<file path="src/rtl/register_read_port.sv">
// register_read_port: captures a pair of register-file operands on request
// acceptance (with write-port bypass) and queues them in a small FIFO so the
// consumer can apply backpressure without losing the snapshot.
module register_read_port #(
  parameter int WIDTH = 16,
  parameter int DEPTH = 2
) (
  input  logic             clk,
  input  logic             rst,
  input  logic             req_valid,
  output logic             req_ready,
  input  logic [2:0]       rs_a,
  input  logic [2:0]       rs_b,
  input  logic [WIDTH-1:0] gpr1,
  input  logic [WIDTH-1:0] gpr2,
  input  logic [WIDTH-1:0] gpr3,
  input  logic [WIDTH-1:0] gpr4,
  input  logic [WIDTH-1:0] gpr5,
  input  logic [WIDTH-1:0] gpr6,
  input  logic [WIDTH-1:0] gpr7,
  input  logic [WIDTH-1:0] ir,
  input  logic             wr_en,
  input  logic [2:0]       wr_addr,
  input  logic [WIDTH-1:0] wr_data,
  output logic             rsp_valid,
  input  logic             rsp_ready,
  output logic [WIDTH-1:0] rsp_a,
  output logic [WIDTH-1:0] rsp_b
);

  localparam int PTR_W = $clog2(DEPTH);
  localparam int CNT_W = $clog2(DEPTH + 1);

  // Address-indexed view of the register file: 0..6 = gpr1..gpr7, 7 = ir.
  logic [WIDTH-1:0] reg_view [8];
  assign reg_view[0] = gpr1;
  assign reg_view[1] = gpr2;
  assign reg_view[2] = gpr3;
  assign reg_view[3] = gpr4;
  assign reg_view[4] = gpr5;
  assign reg_view[5] = gpr6;
  assign reg_view[6] = gpr7;
  assign reg_view[7] = ir;

  // Operand 0 is A, operand 1 is B; each gets its own bypass comparator.
  logic [2:0]       src_addr [2];
  logic [WIDTH-1:0] operand  [2];
  assign src_addr[0] = rs_a;
  assign src_addr[1] = rs_b;

  genvar gi;
  generate
    for (gi = 0; gi < 2; gi++) begin : g_operand
      assign operand[gi] = (wr_en && (wr_addr == src_addr[gi])) ? wr_data
                                                                 : reg_view[src_addr[gi]];
    end
  endgenerate

  // FIFO storage and bookkeeping.
  logic [WIDTH-1:0] mem_a [DEPTH];
  logic [WIDTH-1:0] mem_b [DEPTH];
  logic [PTR_W-1:0] wr_ptr_reg, wr_ptr_next;
  logic [PTR_W-1:0] rd_ptr_reg, rd_ptr_next;
  logic [CNT_W-1:0] count_reg, count_next;
  logic             push, pop;

  assign req_ready = (count_reg < CNT_W'(DEPTH));
  assign rsp_valid = (count_reg != '0);
  assign push      = req_valid && req_ready;
  assign pop       = rsp_valid && rsp_ready;

  // Stored entries are hidden behind zeros whenever the FIFO is empty.
  assign rsp_a = rsp_valid ? mem_a[rd_ptr_reg] : '0;
  assign rsp_b = rsp_valid ? mem_b[rd_ptr_reg] : '0;

  // Next pointer/count values; pointers wrap naturally at DEPTH (power of two).
  always_comb begin
    wr_ptr_next = wr_ptr_reg;
    rd_ptr_next = rd_ptr_reg;
    count_next  = count_reg;
    if (push) wr_ptr_next = wr_ptr_reg + PTR_W'(1);
    if (pop)  rd_ptr_next = rd_ptr_reg + PTR_W'(1);
    case ({push, pop})
      2'b10:   count_next = count_reg + CNT_W'(1);
      2'b01:   count_next = count_reg - CNT_W'(1);
      default: count_next = count_reg;
    endcase
  end

  // Pointer and occupancy registers; reset discards everything buffered.
  always_ff @(posedge clk) begin
    if (rst) begin
      wr_ptr_reg <= '0;
      rd_ptr_reg <= '0;
      count_reg  <= '0;
    end else begin
      wr_ptr_reg <= wr_ptr_next;
      rd_ptr_reg <= rd_ptr_next;
      count_reg  <= count_next;
    end
  end

  // Snapshot the selected operands at the accept edge; storage is never cleared.
  always_ff @(posedge clk) begin
    if (push) begin
      mem_a[wr_ptr_reg] <= operand[0];
      mem_b[wr_ptr_reg] <= operand[1];
    end
  end

endmodule

</file>
<file path="config.mk">
export PLATFORM = sky130hd
export DESIGN_NAME = register_read_port
export DESIGN_NICKNAME = d
export VERILOG_FILES = /design/src/rtl/register_read_port.sv
export SDC_FILE = /design/constraint.sdc
export NUM_CORES = 1
export LEC_CHECK = 0
export ABC_AREA = 0
export CORE_MARGIN = 2
export CORE_UTILIZATION = 49
export DETAILED_ROUTE_END_ITERATION = 8
export PLACE_DENSITY = 0.9
export SLEW_MARGIN = 10
export SYNTH_ARGS = -nofsm -noshare
export SYNTH_HDL_FRONTEND = slang
export SYNTH_SLANG_ARGS = --single-unit
</file>
<file path="constraint.sdc">
create_clock -name clk -period 3.9 [get_ports clk]
set_input_delay 0.39 -clock clk [delete_from_list [all_inputs] [get_ports clk]]
set_output_delay 0.39 -clock clk [all_outputs]
set_load 0.05 [all_outputs]
</file>
-- Word-level counts from Yosys, hierarchy flattened
Memories as Yosys holds them, arrays and structs flattened. A register that Yosys moved wholly into a read port is not among the register bits.
Index checks and enable logic that the tools add are counted.
- $add $sub $neg: 4
- $lt $le $gt $ge: 3
- equality and inequality tests: 4
- mux-type cells: 17
- bitwise gates (word level): 2
- reduce and logical (&&, ||, !) cells: 6
- operator list (kind ; count):
    16-bit 2-to-1 mux ; 8
    16-bit binary-select mux with 3-bit select ; 2
    4-bit greater-or-equal comparator (second input constant) ; 2
    3-bit inverter with 4-bit output ; 2
    3-bit equality test ; 2
    1-bit 2-to-1 mux ; 6
    1-bit logical AND ; 4
    2-bit one-hot mux with 2 select lines ; 1
    2-bit nonzero test ; 2
    1-bit adder (second input constant) ; 2
    2-bit by 1-bit adder with 2-bit output (second input constant) ; 1
    2-bit by 1-bit equality test with 1-bit output (second input constant) ; 1
    2-bit equality test (second input constant) ; 1
    2-bit less-than comparator (second input constant) ; 1
    2-bit by 1-bit subtractor with 2-bit output (second input constant) ; 1
- register bits after elaboration: 4
- RAM bits: 64
- input port bits: 158
- logic and storage cells: 41
- memories: 2
- memories (name ; words ; bits a word ; read ports ; clocked after Yosys merged registers in ; write ports ; line ; text):
    mem_a ; 2 ; 16 ; 1 ; 1 ; 1 ; 60 ; logic [WIDTH-1:0] mem_a [DEPTH];
    mem_b ; 2 ; 16 ; 1 ; 1 ; 1 ; 61 ; logic [WIDTH-1:0] mem_b [DEPTH];

-- Depth between registers and ports, before layout
Gate-level depths: netlist of run 1.
- depth after elaboration: 5
- depth in mapped cells: 6
- depth with buffers taken out: 6

-- Worst setup path before layout of run 1
Ideal clock, no wire load.
- path kind: flip-flop to flip-flop
- from: reg count_reg[1]
- to: mem mem_a[0][0], enable pin
- library setup time: 421 ps
- arrival: 1874 ps
- data required time: 3479 ps
- slack: 1605 ps
- stages on the path, launching flop included: 3
- buffers on the path: 0
- clock period less this slack: 2295 ps
- cells stage by stage: dfxtp_1 -> nand2b_1 -> nor2_1
- word-level cells in the longest chain between the ends: 4
- ends and longest elaborated chain (element ; line ; text):
    start: declaration ; 64 ; logic [CNT_W-1:0] count_reg, count_next;
    start signal: assignment ; 99 ; count_reg <= count_next;
    2-bit less-than comparator ; 67 ; assign req_ready = (count_reg < CNT_W'(DEPTH));
    1-bit logical AND ; 69 ; assign push = req_valid && req_ready;
    1-bit 2-to-1 mux ; 105 ; if (push) begin
    1-bit 2-to-1 mux (not written as such) ; 106 ; mem_a[wr_ptr_reg] <= operand[0];
    end: declaration ; 60 ;
No other way between the ends.

==> flow_summary.ini, run 1 <==
[cts]
cts_tree = yes
clock_sinks = 69
clockRootBuffer = clkbuf_8
cts_buffers = 9
cts_resized = 0
clk_transition_reported_paths_ps = 70
cts_setup_buffers = 0
cts.path.max_buffers = 2
insertion_delay_ps = 330
htree_levels = 3
holdBufCountCts = 0

[drt]
vias = 3818
ant_nets = 0
drc_errors = 0
drt-total-wl_mm = 14.0
routedWlPerCell_um = 21.8
drt_iter0_drc = 230
viasPerCell = 5.94
dr.pass1.iters = 8

[timing]
post-route-period-util_pct = 75.4
rsz0062_at_grt = no
clock.fmax_mhz = 340
hold_violations = 0
tns_ps = 0
setup_viol = 0
timing.clock.skew_ps = 6.01
slew_violations = 0
slew_headroom_pct = 35.4
period_needed_ps = 2940
worst_slew_pin_slew_ps = 968

[floorplanning]
die-area_mm2 = 0.0116
rows = 37
dieHeight_um = 108
ioPinCount = 192
start_util_pct = 50.7
dieWidth_um = 108
fp.coreArea_mm2 = 0.0104

[final_layout]
drive_gt1_share_pct = 19.2
fin_area_mm2 = 0.00741
layout.cells.most_common = clkdlybuf4s50_1
nNetsFinal = 661
final_cell_mix = 189 x clkdlybuf4s50_1, 64 x edfxtp_1, 60 x mux4_1
final_util_pct = 71.5
area_growth_pct = 41.0

[worst_setup_path]
crit_path_end_kind = primary output
reg2reg_slack_ps = 2210
crit_type = reg -> out
rr_endpoint = count_reg[1]
rr_worst_depth = 5
r2r-start = count_reg[1]
required_ps = 3510
crit_fanout = 26
crit_path_end = rsp_a[14]
crit_arrival_ps = 2550
startpoint_type = register

[global_route]
overflow = 0
grt_max_degree = 34
grt_first_pass_wirelength_mm = 21.2
grt_pass1_vias = 4012
grt_antenna_before_repair = 1
grt_usage_pct = 24.6

[logic_synthesis]
synth_area_mm2 = 0.00526
seq_area_frac_synth_pct = 38.5
ys_warn_count = 0
synth_cell_type_count = 23
synthCells = 318
postSynthRegisterBits = 69
synth_nets = 477
syn_avg_cell_area_um2 = 16.5

[status]
status = complete, no violations

[power_and_ir_drop]
pwr-share-seq_pct = 30.6
netSwitchingPower_w = 0.00152
clkPwrFrac_pct = 14.8
p_int_w = 0.00210
comb_power_share_pct = 54.6
power_density_mw_per_mm2 = 488
swShare_pct = 42.0
p_leak_nw = 2.72
ir_worst_vdd_uv = 484

[placement]
place_area_mm2 = 0.00723
place.gp.congestion = 0.910
portBuffers = 191
detailed_place_hpwl_mm = 10.8

[run]
drv_cap = 0

[hold_path]
hold_class = reg -> reg
power by group through the flow:
| stage | Combinational [W] | Sequential [W] | Clock (W) |
|---|---|---|---|
| 3_5_place_dp | 0.00198 | 0.00112 | 0 |
| 2_1_floorplan | 0.00134 | 0.00106 | 0 |
| 5_1_grt | 0.00208 | 0.00113 | 0.000575 |
| 4_1_cts | 0.00199 | 0.00111 | 0.000546 |
| 6_report | 0.00198 | 0.00111 | 0.000537 |
| 3_3_place_gp | 0.00195 | 0.00111 | 0 |
metal layers:
layer	global-route usage, %	share of wire [%]
met1	31.9	40
met2	42.5	51
met3	3.27	5.7
met4	8.88	2.9
met5	0	0
worst max-delay path, cell delays in order (launching register included):
cell and delay [ps]:
dfxtp_2 860, buf_4 310, mux2i_1 90, nor2_1 120
clkdlybuf4s50_1 820
logic make-up (layout without fill, tap and decap cells):
family                   count (synthesis)  in the layout  synth area share (%)
multiplexers                           160            160                  52.3
AND/OR/NAND/NOR                         43             43                  3.31
buffers and inverters                   32            220                  3.74
flip-flops                              69             69                  38.5
adder cells (fa/ha/maj)                  1              1                 0.238
XOR/XNOR                                10             10                  1.67
AO/OA/AOI/OAI                            3              3                 0.286
other                                    0              1                     0
how the worst min path moves through the flow:
stage,startpoint,endpoint,depth (start not counted)
CTS,rd_ptr_reg,register,2
global placement,rd_ptr_reg,rd_ptr_reg,2
detailed placement,rd_ptr_reg,register,2
global route,rd_ptr_reg,rd_ptr_reg,2
finish,rd_ptr_reg,register,2
floorplan,rst,count_reg[1],1
Yosys cell counts (all sizes together):
master / instances / area [µm²]
dfxtp: 5 / 100
and3: 1 / 6.26
xnor2: 7 / 61.3
mux2: 64 / 762
a21oi: 1 / 5.00
o21ai: 2 / 10.0
xor2: 3 / 26.3
mux2i: 32 / 320
nand4: 2 / 12.5
ha: 1 / 12.5
inv: 3 / 11.3
mux4: 64 / 1670
clkbuf: 13 / 48.8
edfxtp: 64 / 1920
buf: 16 / 136
nor2: 38 / 143
nand2b: 1 / 6.26
or3: 1 / 6.26
layout make-up:
| cell class | instances | area [µm²] |
|---|---|---|
| fill | 712 | 2960 |
| inverter | 3 | 11.3 |
| clock inverter | 6 | 55.1 |
| timing repair buffer | 202 | 1980 |
| sequential | 69 | 2020 |
| antenna | 1 | 2.50 |
| multi-input combinational | 217 | 3040 |
| clock buffer | 9 | 124 |
| tap | 136 | 170 |
per-stage QoR:
stage          instances  total power, W  hold WS [ps]  setup slack, ps
6_report             643         0.00362           516              961
5_1_grt              643         0.00378           546              810
4_1_cts              642         0.00364           518              918
3_5_place_dp         627         0.00310           500             1230
3_3_place_gp         627         0.00307           484             1250
2_1_floorplan        318         0.00240           459             1600
(Power assumes the default switching activity.)
==> run 2, diff against run 1 <==
Settings changed: CORE_UTILIZATION 49 to 46, PLACE_DENSITY 0.9 to 0.85.
Clock period 3.9 ns to 2.95 ns, I/O delays scaled along.
==> flow_summary.ini, run 2 (synthesis gave the netlist of run 1 again) <==
[cts]
cts_buffers = 9
insertion_delay_ps = 330
htree_levels = 3
clock_sinks = 69
cts.path.max_buffers = 2
holdBufCountCts = 0
cts_setup_buffers = 0
clockRootBuffer = clkbuf_16
cts_resized = 0
cts_tree = yes
clk_transition_reported_paths_ps = 50

[worst_setup_path]
crit_fanout = 18
crit_path_end_kind = primary output
path_buf_inv = 2
critPathMaxStageDelay_ps = 720
startpoint_type = register
cp_cell_sequence = nor2_2, buf_4, nor2_1, clkdlybuf4s50_1
crit_arrival_ps = 2260
crit_slowest_cell = clkdlybuf4s50_1
required_ps = 2650
crit_type = reg -> out
cp_top_family = buffers and inverters

[timing]
clock.fmax_mhz = 391
rsz0062_at_grt = no
tns_ps = 0
worst_slack_ps = 390
timing.clock.skew_ps = 4.23
period_needed_ps = 2560
post-route-period-util_pct = 86.8
hold_violations = 0
slew_headroom_pct = 64.0
slew_violations = 0
worst_slew_pin_slew_ps = 539
setup_viol = 0

[global_route]
grt_antenna_before_repair = 1
overflow = 0
grt_pass1_vias = 4130
grt_first_pass_wirelength_mm = 22.0
grt_usage_pct = 23.2
grt_max_degree = 34

[floorplanning]
fp.coreArea_mm2 = 0.0113
die-area_mm2 = 0.0123
dieHeight_um = 111
start_util_pct = 46.6
ioPinCount = 192
dieWidth_um = 111
rows = 39

[drt]
drt-total-wl_mm = 14.1
drc_errors = 0
ant_nets = 0
drt_iter0_drc = 289
routedWlPerCell_um = 21.5
dr.pass1.iters = 4
vias = 3789
viasPerCell = 5.79

[power_and_ir_drop]
comb_power_share_pct = 51.5
netSwitchingPower_w = 0.00205
power_w = 0.00520
ir_worst_vdd_uv = 598
clkPwrFrac_pct = 21.1
power_density_mw_per_mm2 = 684
p_leak_nw = 2.80
p_int_w = 0.00315
pwr-share-seq_pct = 27.4
swShare_pct = 39.4

[final_layout]
area_growth_pct = 44.5
final_cell_mix = 189 x clkdlybuf4s50_1, 64 x edfxtp_1, 60 x mux4_1
nNetsFinal = 664
layout.cells.most_common = clkdlybuf4s50_1
drive_gt1_share_pct = 19.6
final_util_pct = 67.4
fillers = 777
layout.cells.non_filler = 654

[run]
drv_cap = 0

[hold_path]
hold_class = reg -> reg

[placement]
portBuffers = 191
place.gp.congestion = 0.882
place_ws_ps = 535
detailed_place_hpwl_mm = 11.2
place_inst = 637

[status]
status = complete, no violations
==> run 2: changes by cell type in the layout (fill, tap and decap cells not counted) <==
cell        before  now
buf_12           0    2
buf_4           11   12
bufinv_16        1    2
clkbuf_1         0    1
clkbuf_16        0    9
clkbuf_8         9    0
clkinvlp_4       1    0
==> run 2: cell type report <==
class	instances	area (µm²)	share of cell area [%]
Multi-Input combinational cell	217	3040	40.1
Timing Repair Buffer	205	2030	26.7
Sequential cell	69	2020	26.6
Clock buffer	10	229	3.01
Tap cell	143	179	2.36
Clock inverter	6	77.6	1.02
Inverter	3	11.3	0.148
Antenna cell	1	2.50	0.0329
==> run 2: worst paths after layout <==
kind	start	depth (start not counted)	end	slack (ps)
max	count_reg[1]	4	rsp_a[1]	390
min	rd_ptr_reg	2	rd_ptr_reg	510
max reg2reg	count_reg[1]	5	count_reg[1]	1330
min reg2reg	rd_ptr_reg	2	rd_ptr_reg	510
==> run 2: layer usage <==
| metal | GRT usage, % | vias to the layer above | wire [µm] |
|---|---|---|---|
| met5 | 0 | - | 0 |
| met4 | 10.7 | 0 | 497 |
| met3 | 3.94 | 31 | 763 |
| met2 | 41.2 | 186 | 7520 |
| met1 | 27.5 | 1839 | 5310 |
| li1 | - | 1733 | - |
==> run 2: metrics by stage <==
stage / hold WS (ps) / area (µm²)
2_1_floorplan: 364 / 5260
3_3_place_gp: 489 / 7290
3_5_place_dp: 494 / 7290
4_1_cts: 516 / 7590
5_1_grt: 546 / 7600
6_report: 509 / 7600
==> run 2: worst register-to-register path, cell delays in order, from the launching register on <==
cell,delay (ps)
dfxtp_1,340
o21ai_0,290
inv_1,100
ha_1,320
or3_1,360
a21oi_1,140
==> run 2: power by group through the flow <==
stage / Clock, W / Combinational (W) / Sequential, W
after global placement: 0 / 0.00265 / 0.00143
after detailed placement: 0 / 0.00269 / 0.00145
final: 0.00110 / 0.00268 / 0.00143
after global routing: 0.00115 / 0.00282 / 0.00144
after CTS: 0.00111 / 0.00271 / 0.00143
after floorplan: 0 / 0.00177 / 0.00140
